<file path="src/rtl/cam_pkg.sv">
// rtl/cam_pkg.sv - shared FSM states, word flags and colour-bar table for the camera packer
package cam_pkg;

    typedef enum logic [1:0] {
        S_WAIT_FRAME = 2'd0,
        S_WAIT_LINE  = 2'd1,
        S_ACTIVE     = 2'd2,
        S_PAD        = 2'd3
    } t_cam_state;

    localparam logic [1:0] c_flag_frame = 2'b11;
    localparam logic [1:0] c_flag_line  = 2'b01;
    localparam logic [1:0] c_flag_none  = 2'b00;

    // Index 0 is the leftmost bar: white, yellow, cyan, green, magenta, red, blue, black
    localparam logic [7:0][15:0] c_bar_rgb565 = {
        16'h0000, 16'h001F, 16'hF800, 16'hF81F,
        16'h07E0, 16'h07FF, 16'hFFE0, 16'hFFFF
    };

endpackage

</file>
<file path="src/rtl/pix_out_buf.sv">
// rtl/pix_out_buf.sv - 2-entry valid/ready word buffer with registered head and full flag
module pix_out_buf #(
    parameter int p_width = 18
) (
    input  logic               i_clk,
    input  logic               i_rst,
    input  logic               i_valid,
    input  logic [p_width-1:0] i_data,
    output logic               o_full,
    output logic               o_valid,
    output logic [p_width-1:0] o_data,
    input  logic               i_ready
);

    logic [p_width-1:0] head_q, head_d;
    logic [p_width-1:0] tail_q, tail_d;
    logic [1:0]         cnt_q, cnt_d;
    logic               pop;
    logic               push;

    // Next-state for head/tail/count; a push into a full buffer is only taken alongside a pop
    always_comb begin
        pop    = (cnt_q != 2'd0) && i_ready;
        push   = i_valid && ((cnt_q != 2'd2) || pop);
        head_d = head_q;
        tail_d = tail_q;
        cnt_d  = cnt_q;
        case ({push, pop})
            2'b10: begin
                if (cnt_q == 2'd0) begin
                    head_d = i_data;
                end else begin
                    tail_d = i_data;
                end
                cnt_d = cnt_q + 2'd1;
            end
            2'b01: begin
                head_d = tail_q;
                cnt_d  = cnt_q - 2'd1;
            end
            2'b11: begin
                if (cnt_q == 2'd1) begin
                    head_d = i_data;
                end else begin
                    head_d = tail_q;
                    tail_d = i_data;
                end
            end
            default: begin
            end
        endcase
    end

    // Storage registers
    always_ff @(posedge i_clk) begin
        if (i_rst) begin
            head_q <= '0;
            tail_q <= '0;
            cnt_q  <= 2'd0;
        end else begin
            head_q <= head_d;
            tail_q <= tail_d;
            cnt_q  <= cnt_d;
        end
    end

    assign o_valid = (cnt_q != 2'd0);
    assign o_full  = (cnt_q == 2'd2);
    assign o_data  = head_q;

endmodule

</file>
<file path="src/rtl/cam_pixel_packer.sv">
// rtl/cam_pixel_packer.sv - DVP byte stream to flagged RGB565 words; CAM_TEST_PATTERN_EN adds a colour-bar source
module cam_pixel_packer
    import cam_pkg::*;
#(
    parameter int p_dram_dataw = 16,
    parameter int p_cols       = 640,
    parameter int p_rows       = 480,
    parameter int p_byte_swap  = 0
) (
    input  logic                      i_clk,
    input  logic                      i_rst,
    input  logic                      i_vsync,
    input  logic                      i_href,
    input  logic [7:0]                i_data,
`ifdef CAM_TEST_PATTERN_EN
    input  logic                      i_pattern_sel,
`endif
    output logic                      o_valid,
    output logic [p_dram_dataw+1:0]   o_data,
    input  logic                      i_ready,
    output logic                      o_frame_done,
    output logic                      o_overflow,
    output logic [15:0]               o_drop_count,
    output logic [$clog2(p_rows):0]   o_line_count
);

    localparam int c_cw = $clog2(p_cols + 1);
    localparam int c_rw = $clog2(p_rows) + 1;
    localparam logic [c_cw-1:0] c_cols = c_cw'(p_cols);
    localparam logic [c_rw-1:0] c_rows = c_rw'(p_rows);

    logic                    vs_q, vs_d1_q, hr_q, hr_d1_q;
    logic [7:0]              dat_q;
    logic                    vs_rise, vs_fall, hr_rise, hr_fall;

    t_cam_state              state_q, state_d;
    logic [c_rw-1:0]         row_q, row_d;
    logic [c_rw-1:0]         lc_q, lc_d;
    logic [c_cw-1:0]         col_q, col_d;
    logic                    phase_q, phase_d;
    logic [7:0]              lat_q, lat_d;
    logic                    end_line;
    logic [15:0]             cam_word;

    logic                    prod_q, prod_d;
    logic [p_dram_dataw-1:0] pix_d;
    logic [1:0]              flag_d;
    logic [p_dram_dataw+1:0] prod_data_q;
    logic                    fdone_q, fdone_d;

    logic                    buf_full, buf_valid;
    logic                    drop;
    logic                    ovf_q;
    logic [15:0]             drop_cnt_q;

`ifdef CAM_TEST_PATTERN_EN
    logic [2:0]              bar;
`endif

    // Camera inputs registered once, plus a delayed copy for edge detection
    always_ff @(posedge i_clk) begin
        if (i_rst) begin
            vs_q    <= 1'b0;
            vs_d1_q <= 1'b0;
            hr_q    <= 1'b0;
            hr_d1_q <= 1'b0;
            dat_q   <= 8'd0;
        end else begin
            vs_q    <= i_vsync;
            vs_d1_q <= vs_q;
            hr_q    <= i_href;
            hr_d1_q <= hr_q;
            dat_q   <= i_data;
        end
    end

    assign vs_rise  = vs_q & ~vs_d1_q;
    assign vs_fall  = ~vs_q & vs_d1_q;
    assign hr_rise  = hr_q & ~hr_d1_q;
    assign hr_fall  = ~hr_q & hr_d1_q;
    assign cam_word = (p_byte_swap != 0) ? {dat_q, lat_q} : {lat_q, dat_q};

`ifdef CAM_TEST_PATTERN_EN
    assign bar = 3'((32'(col_q) * 32'd8) / 32'(p_cols));
`endif

    // Frame/line FSM: byte pairing, column/row geometry, padding and word production
    always_comb begin
        state_d  = state_q;
        row_d    = row_q;
        lc_d     = lc_q;
        col_d    = col_q;
        phase_d  = phase_q;
        lat_d    = lat_q;
        prod_d   = 1'b0;
        pix_d    = '0;
        fdone_d  = 1'b0;
        end_line = 1'b0;

        if (vs_rise && (state_q != S_WAIT_FRAME)) begin
            state_d = S_WAIT_FRAME;
        end else begin
            case (state_q)
                S_WAIT_FRAME: begin
                    if (vs_fall) begin
                        row_d   = '0;
                        col_d   = '0;
                        lc_d    = '0;
                        phase_d = 1'b0;
                        state_d = S_WAIT_LINE;
                    end
                end
                S_WAIT_LINE: begin
                    // The rising-edge cycle already carries the first byte of the line
                    if (hr_rise && (row_q != c_rows)) begin
                        col_d   = '0;
                        lat_d   = dat_q;
                        phase_d = 1'b1;
                        state_d = S_ACTIVE;
                    end
                end
                S_ACTIVE: begin
                    if (hr_fall) begin
                        phase_d = 1'b0;
                        if (col_q < c_cols) begin
                            state_d = S_PAD;
                        end else begin
                            end_line = 1'b1;
                        end
                    end else if (hr_q) begin
                        if (!phase_q) begin
                            lat_d   = dat_q;
                            phase_d = 1'b1;
                        end else begin
                            phase_d = 1'b0;
                            if (col_q < c_cols) begin
                                prod_d = 1'b1;
                                pix_d  = p_dram_dataw'(cam_word);
                                col_d  = col_q + 1'b1;
                            end
                        end
                    end
                end
                S_PAD: begin
                    if (col_q < c_cols) begin
                        prod_d = 1'b1;
                        col_d  = col_q + 1'b1;
                        if ((col_q + 1'b1) == c_cols) begin
                            end_line = 1'b1;
                        end
                    end else begin
                        end_line = 1'b1;
                    end
                end
                default: begin
                    state_d = S_WAIT_FRAME;
                end
            endcase

            if (end_line) begin
                row_d = row_q + 1'b1;
                lc_d  = row_q + 1'b1;
                if ((row_q + 1'b1) == c_rows) begin
                    fdone_d = 1'b1;
                    state_d = S_WAIT_FRAME;
                end else begin
                    state_d = S_WAIT_LINE;
                end
            end
        end

`ifdef CAM_TEST_PATTERN_EN
        if (prod_d && i_pattern_sel) begin
            pix_d = p_dram_dataw'(c_bar_rgb565[bar]);
        end
`endif

        // Flags are positional, so they apply to pad words at col 0 as well
        if (col_q == '0) begin
            flag_d = (row_q == '0) ? c_flag_frame : c_flag_line;
        end else begin
            flag_d = c_flag_none;
        end
    end

    // FSM state and the pack-stage word register feeding the output buffer
    always_ff @(posedge i_clk) begin
        if (i_rst) begin
            state_q     <= S_WAIT_FRAME;
            row_q       <= '0;
            lc_q        <= '0;
            col_q       <= '0;
            phase_q     <= 1'b0;
            lat_q       <= 8'd0;
            prod_q      <= 1'b0;
            prod_data_q <= '0;
            fdone_q     <= 1'b0;
        end else begin
            state_q     <= state_d;
            row_q       <= row_d;
            lc_q        <= lc_d;
            col_q       <= col_d;
            phase_q     <= phase_d;
            lat_q       <= lat_d;
            prod_q      <= prod_d;
            prod_data_q <= {pix_d, flag_d};
            fdone_q     <= fdone_d;
        end
    end

    pix_out_buf #(
        .p_width (p_dram_dataw + 2)
    ) u_out_buf (
        .i_clk   (i_clk),
        .i_rst   (i_rst),
        .i_valid (prod_q),
        .i_data  (prod_data_q),
        .o_full  (buf_full),
        .o_valid (buf_valid),
        .o_data  (o_data),
        .i_ready (i_ready)
    );

    assign drop = prod_q && buf_full && !(buf_valid && i_ready);

    // Sticky overflow and saturating drop counter
    always_ff @(posedge i_clk) begin
        if (i_rst) begin
            ovf_q      <= 1'b0;
            drop_cnt_q <= 16'd0;
        end else if (drop) begin
            ovf_q <= 1'b1;
            if (drop_cnt_q != 16'hFFFF) begin
                drop_cnt_q <= drop_cnt_q + 16'd1;
            end
        end
    end

    assign o_valid      = buf_valid;
    assign o_frame_done = fdone_q;
    assign o_overflow   = ovf_q;
    assign o_drop_count = drop_cnt_q;
    assign o_line_count = lc_q;

endmodule

</file>
<file path="config.mk">
export PLATFORM = sky130hd
export DESIGN_NAME = cam_pixel_packer
export DESIGN_NICKNAME = d
export VERILOG_FILES = /design/src/rtl/cam_pkg.sv /design/src/rtl/pix_out_buf.sv /design/src/rtl/cam_pixel_packer.sv
export SDC_FILE = /design/constraint.sdc
export NUM_CORES = 1
export LEC_CHECK = 0
export ABC_AREA = 1
export ABC_CLOCK_PERIOD_IN_PS = 2700
export BUFFER_PORTS_ARGS = -buffer_cell sky130_fd_sc_hd__buf_2
export CAP_MARGIN = 0
export CORE_MARGIN = 4
export CORE_UTILIZATION = 58
export DETAILED_ROUTE_END_ITERATION = 7
export PLACE_DENSITY_LB_ADDON = 0.05
export SYNTH_ARGS = -nofsm -noshare
export SYNTH_HDL_FRONTEND = slang
export SYNTH_SLANG_ARGS = --single-unit
</file>
<file path="constraint.sdc">
create_clock -name i_clk -period 2.7 [get_ports i_clk]
set_clock_uncertainty 0.2 [all_clocks]
set_input_delay 0.54 -clock i_clk [delete_from_list [all_inputs] [get_ports i_clk]]
set_output_delay 0.54 -clock i_clk [all_outputs]
set_load 0.01 [all_outputs]
</file>
Yosys cells after proc, flatten, opt, wreduce, memory -nomap -nowiden:

Cells that the tools add are included.

* add/sub/neg operators: 5
* $mul: 0
* div/mod/pow operators: 0
* $lt $le $gt $ge: 1
* equality and inequality tests: 27
* shift operators: 0
* mux-type cells: 47
* bitwise gates (word level): 14
* reductions and logical operators: 34

Operators with widths (count)
* two-way mux 10 bit: 8
* two-way mux 18 bit: 4
* case mux 18 bit (3 select lines): 1
* case mux 10 bit (4 select lines): 1
* case mux 18 bit (2 select lines): 1
* two-way mux 8 bit: 4
* adder 10 x 1 -> 10 bit, second input constant: 2
* logical NOT 10 bit: 2
* != test 2 bit, second input constant: 9
* adder 16 x 1 -> 16 bit, second input constant: 1
* two-way mux 1 bit: 16
* != test 16 bit, second input constant: 1
* case mux 8 bit (2 select lines): 1
* != test 3 bit, second input constant: 5
* nonzero test 2 bit: 7
* two-way mux 2 bit: 6
* AND reduction 6 bit: 2
* == test 10 bit, second input constant: 1
* == test 10 x 9 -> 1 bit, second input constant: 1
* == test 2 bit, second input constant: 5
* less-than comparator 10 bit, second input constant: 1
* != test 10 x 9 -> 1 bit, second input constant: 1
* inverter 1 bit: 10
* AND reduction 5 bit: 2
* other kinds (20): 36

* flip-flop bits (word level): 118
* bits in latches: 0
* memory bits (writable): 0
* ROM bits: 0
* input port bits: 13
* output and inout port bits: 47
* logic and storage cells: 147
* memories kept: 0

Longest topological paths before layout:

* word-level depth: 8
* mapped depth: 18
* depth with buffers taken out: 17

Modules after synthesis:

Synthesis repeated with hierarchy kept, for this count alone.

* cells, all modules: 831
* area total of the unflattened synthesis: 5884.4 µm²

Modules (own cells, without submodules)
* cam_pixel_packer: instances 1, cells each 508, area each 3823.7 µm²
* pix_out_buf: instances 1, cells each 323, area each 2060.7 µm²

Worst setup path after synthesis:

No wires, ideal clock.

* kind: register to register
* from: register u_out_buf.cnt_q[0]
* to: register u_out_buf.head_q[10] (netlist: u_out_buf.o_data[10])
* setup time: 0.065 ns
* arrival: 1.802 ns
* required time: 2.435 ns
* slack: 0.634 ns
* cell stages (with the launch flop): 11
* buffers on the path: 1
* clock period less this slack: 2.066 ns
* path through: dfxtp_1 > inv_1 > ha_1 > nor2_2 > inv_1 > a21oi_2 > a21oi_2 > inv_1 > clkbuf_1 > o21ai_0 > nor2_1

* cells in the longest elaborated chain, start to end: 7
* elaborated cells between the ends (all ways): 15
* those cells by class: eq/ne: 6; mux: 2; reduce/logical: 7

Ends and longest elaborated chain
* start, declared: line pix_out_buf.sv:17 `logic [1:0] cnt_q, cnt_d;`
* start signal, assigned: line pix_out_buf.sv:63 `cnt_q <= cnt_d;`
* nonzero test 2 bit: line pix_out_buf.sv:23 `pop = (cnt_q != 2'd0) && i_ready;`
* logical AND 1 bit: line pix_out_buf.sv:23
* logical OR 1 bit: line pix_out_buf.sv:24 `push = i_valid && ((cnt_q != 2'd2) || pop);`
* logical AND 1 bit: line pix_out_buf.sv:24
* == test 2 bit / == test 2 x 1 -> 1 bit (equally long branches): line pix_out_buf.sv:28 `case ({push, pop})`
* != test 2 x 1 -> 1 bit (no source line) / nonzero test 3 bit (equally long branches)
* AND reduction 2 bit (no source line)
* end signal, assigned: line pix_out_buf.sv:57 `head_q <= '0;`
* end signal, assigned: line pix_out_buf.sv:61 `head_q <= head_d;`
* end, declared: line pix_out_buf.sv:15 `logic [p_width-1:0] head_q, head_d;`

Parallel ways exist; a longest one is shown, timed or not.
A chain may end at the register's enable or synchronous reset.

Worst setup path after layout:

* from: register state_q[0]
* to: register lc_q[2] (netlist: o_line_count[2])

* cells in the longest elaborated chain, start to end: 5
* elaborated cells between the ends (all ways): 12
* those cells by class: eq/ne: 2; mux: 3; bitwise: 1; reduce/logical: 6

Ends and longest elaborated chain
* start, declared: line cam_pixel_packer.sv:36 `t_cam_state state_q, state_d;`
* start signal, assigned: line cam_pixel_packer.sv:199 `state_q <= state_d;`
* == test 2 bit: line cam_pixel_packer.sv:103 `case (state_q)`
* case mux 1 bit (2 select lines): line cam_pixel_packer.sv:103
* two-way mux 1 bit: line cam_pixel_packer.sv:100 `if (vs_rise && (state_q != S_WAIT_FRAME)) begin`
* nonzero test 2 bit (no source line)
* AND reduction 3 bit (no source line)
* end signal, assigned: line cam_pixel_packer.sv:201 `lc_q <= lc_d;`
* end, declared: line cam_pixel_packer.sv:38 `logic [c_rw-1:0] lc_q, lc_d;`

Parallel ways exist; a longest one is shown, timed or not. The select of a mux whose other input is x is not followed.

==> reports/metrics.yaml <==
outcome: "finished, final reports clean"
gp_congestion: 0.973
cp.depth: 12
rr_worst_depth: 12
max_slew.worst_pin.slew_ns: 0.565
vias_per_cell: 5.35
period_minus_slack_ns: 2.42
path_max_fanout: 18
wl_per_cell_um: 12.8
syn_nets: 757
portBuffers: 59
finalCritPeriodShare_pct: 89.7
num_io_pins: 60
worst_slack_ns: 0.277
pre_cts_slack_ns: 0.344
synth-seq-cells: 118
grt_pass1_vias: 4433
ir_drop_mv: 0.548
drcViolationCount: 0
slew_viol_final: 0
yosys_most_used_dff: "dfxtp_1"
cts_tree: "done"
setup_viol: 0
track_usage_pct: 23.1
drtPass1Iterations: 6
drtIter0Drc: 185
cts_buffers: 17
ys_seq_area_share_pct: 45.0
critPathTopFamily: "simple AND/OR/NAND/NOR gates"
synthArstFlopShare_pct: 0
antenna_found_initial: 0
rows: 34
ant_nets: 0
p_leak_uw: 0.00266
relSlewSlack_pct: 62.3
crit_path_start_kind: "flop"
dieHeight_um: 103
p_per_area_nw_per_um2: 830
setup_tns_ns: 0
rsz0062_at_grt: "false"
gr-total-overflow: 0
clock-root-buffer: "clkbuf_8"
clockBufferDepth: 2
htree_levels: 4
synth-edff-count: 0
crit_chain: "inv_1 -> ha_1 -> inv_1 -> nor2_1 -> o21ai_0 -> nand2_4 -> nand2_2 -> nand2_4 -> nand2_4 -> inv_1 -> nor2_1 -> nor2_1"
core_region_area_um2: 8760
netlist_top_cells_area: "dfxtp_1 (45%), nor2_1 (9.4%), inv_1 (7.9%)"
dp_hpwl_um: 8100
area_growth_pct: 18.1
ys_warn_count: 0
ys_top_cells_by_count: "nor2_1 (132), dfxtp_1 (118), inv_1 (110)"
synthCells: 731
nets: 820
netlist_area_um2: 5250
die_area_um2: 10600
hold_violations: 0
crit_arrival_ns: 2.62
slowest_delay_ns: 0.41
path_class: "flop to flop"
critPathCaptureType: "flop"
cts_sinks: 118
drive_gt1_share_pct: 15.0
min_path_cells: 3
die_x_um: 103
grt_max_degree: 64
finalWirelength_um: 11700
timing.fmax_mhz: 413
clk_latency_ns: 0.51
required_ns: 2.90
path_buf_inv: 3
antenna_cells: 0
maxCapViolations: 0
start_util_pct: 59.9
grt_pass1_wl_um: 19600
hold_path_class: "input pin to flop"
synth_top_cell_by_area: "dfxtp_1"
syn_avg_cell_area_um2: 7.18
cp_slowest_cell: "dfxtp_1"
synth.most_common_cell: "nor2_1"
dr_total_vias: 4894
yosys.area.top_type_share_pct: 45.0
clk_pin_slew_ns: 0.06
synthDistinctLibCells: 35
[cells by family after synthesis]
kind of cell	share of synthesized area, %
buffers and inverters	9.87
xor gates and xnor gates	0.667
DFF	45.0
adders and majority gates	3.10
AOI/OAI and AO/OA	17.0
and+or+nand+nor	24.4
[final timing paths]
check	start	to	slack, ns
worst max-delay path	state_q[0]	o_line_count[2]	0.28
worst min-delay path	i_data[4]	dat_q[4]	0.03
worst min register to register	dat_q[6]	prod_data_q[8]	0.23
worst max register to register	state_q[0]	o_line_count[2]	0.28
[area by class of cell]
type	instances	area, um2
multi-input cells	478	2380
clock buffers	17	414
flip-flops and latches	118	2360
well taps	108	135
fillers	748	2560
inverters	113	424
clock inverters	15	135
repair buffers	66	348
[timing repair]
action	in CTS	in global routing
endpoints found under the setup margin	0	3
buffers inserted	0	0
hold buffers	0	0
gates resized for setup	0	3
[per-layer routing]
layer | routed length [um] | global-route usage (%)
met5 | 0 | 0
met4 | 233 | 8.67
met3 | 662 | 5.55
met2 | 5470 | 37.8
met1 | 5390 | 29.6
[power by group]
part / total [uW] / switching [uW] / internal [uW]
logic: 1070 / 703 / 367
registers: 2030 / 97.9 / 1930
clock network: 2050 / 883 / 1170
[per-stage QoR]
step           cells  power (uW)  hold slack (ns)  instance area, um2  utilization [%]
3_5_place_dp     883        3110            0.216                5640             64.4
3_3_place_gp     883        3070            0.217                5640             64.4
2_1_floorplan    731        2810            0.205                5250                -
5_1_grt          915        5440           0.0297                6200             70.8
6_report         915        5150           0.0310                6200             70.8
4_1_cts          915        5160           0.0215                6190             70.7
[flip-flops by register name (all words and copies together) (netlist names), 2 cells and up]
signal            cells
prod_data_q          18
u_out_buf.o_data     18
u_out_buf.tail_q     18
o_drop_count         16
col_q                10
o_line_count         10
dat_q                 8
lat_q                 8
state_q               2
u_out_buf.cnt_q       2
[layout by cell type, fill, tap and decap left out, types with 2 or more instances in the layout]
cell / synthesis / routed
a31oi_1: 2 / 2
nor3_1: 10 / 10
inv_2: 2 / 2
o21a_1: 2 / 2
nand2_4: 3 / 3
xor2_1: 3 / 3
inv_8: 0 / 4
o21ai_0: 65 / 65
o21ai_1: 7 / 6
clkbuf_16: 0 / 16
buf_2: 3 / 59
nand2_2: 6 / 6
nand4_1: 10 / 10
nor4_1: 4 / 4
ha_1: 13 / 13
buf_4: 0 / 7
inv_6: 0 / 6
dfxtp_1: 118 / 118
nand3b_1: 2 / 2
nor2_2: 4 / 5
a211oi_1: 20 / 20
a22oi_1: 5 / 5
clkinvlp_4: 0 / 2
a21oi_1: 54 / 54
clkinv_4: 0 / 2
inv_1: 110 / 110
a21oi_2: 2 / 2
nand3_1: 24 / 24
nand2_1: 102 / 102
nor2_1: 132 / 130
[worst reg2reg max path, stage by stage (launching register included)]
cell and delay, ns:
dfxtp_1 0.41, inv_1 0.11, ha_1 0.28, inv_1 0.10, nor2_1 0.06, o21ai_0 0.39, nand2_4 0.17, nand2_2 0.13
nand2_4 0.06, nand2_4 0.17, inv_1 0.08, nor2_1 0.11, nor2_1 0.05
No activity file was read; power rests on OpenSTA's default activity.
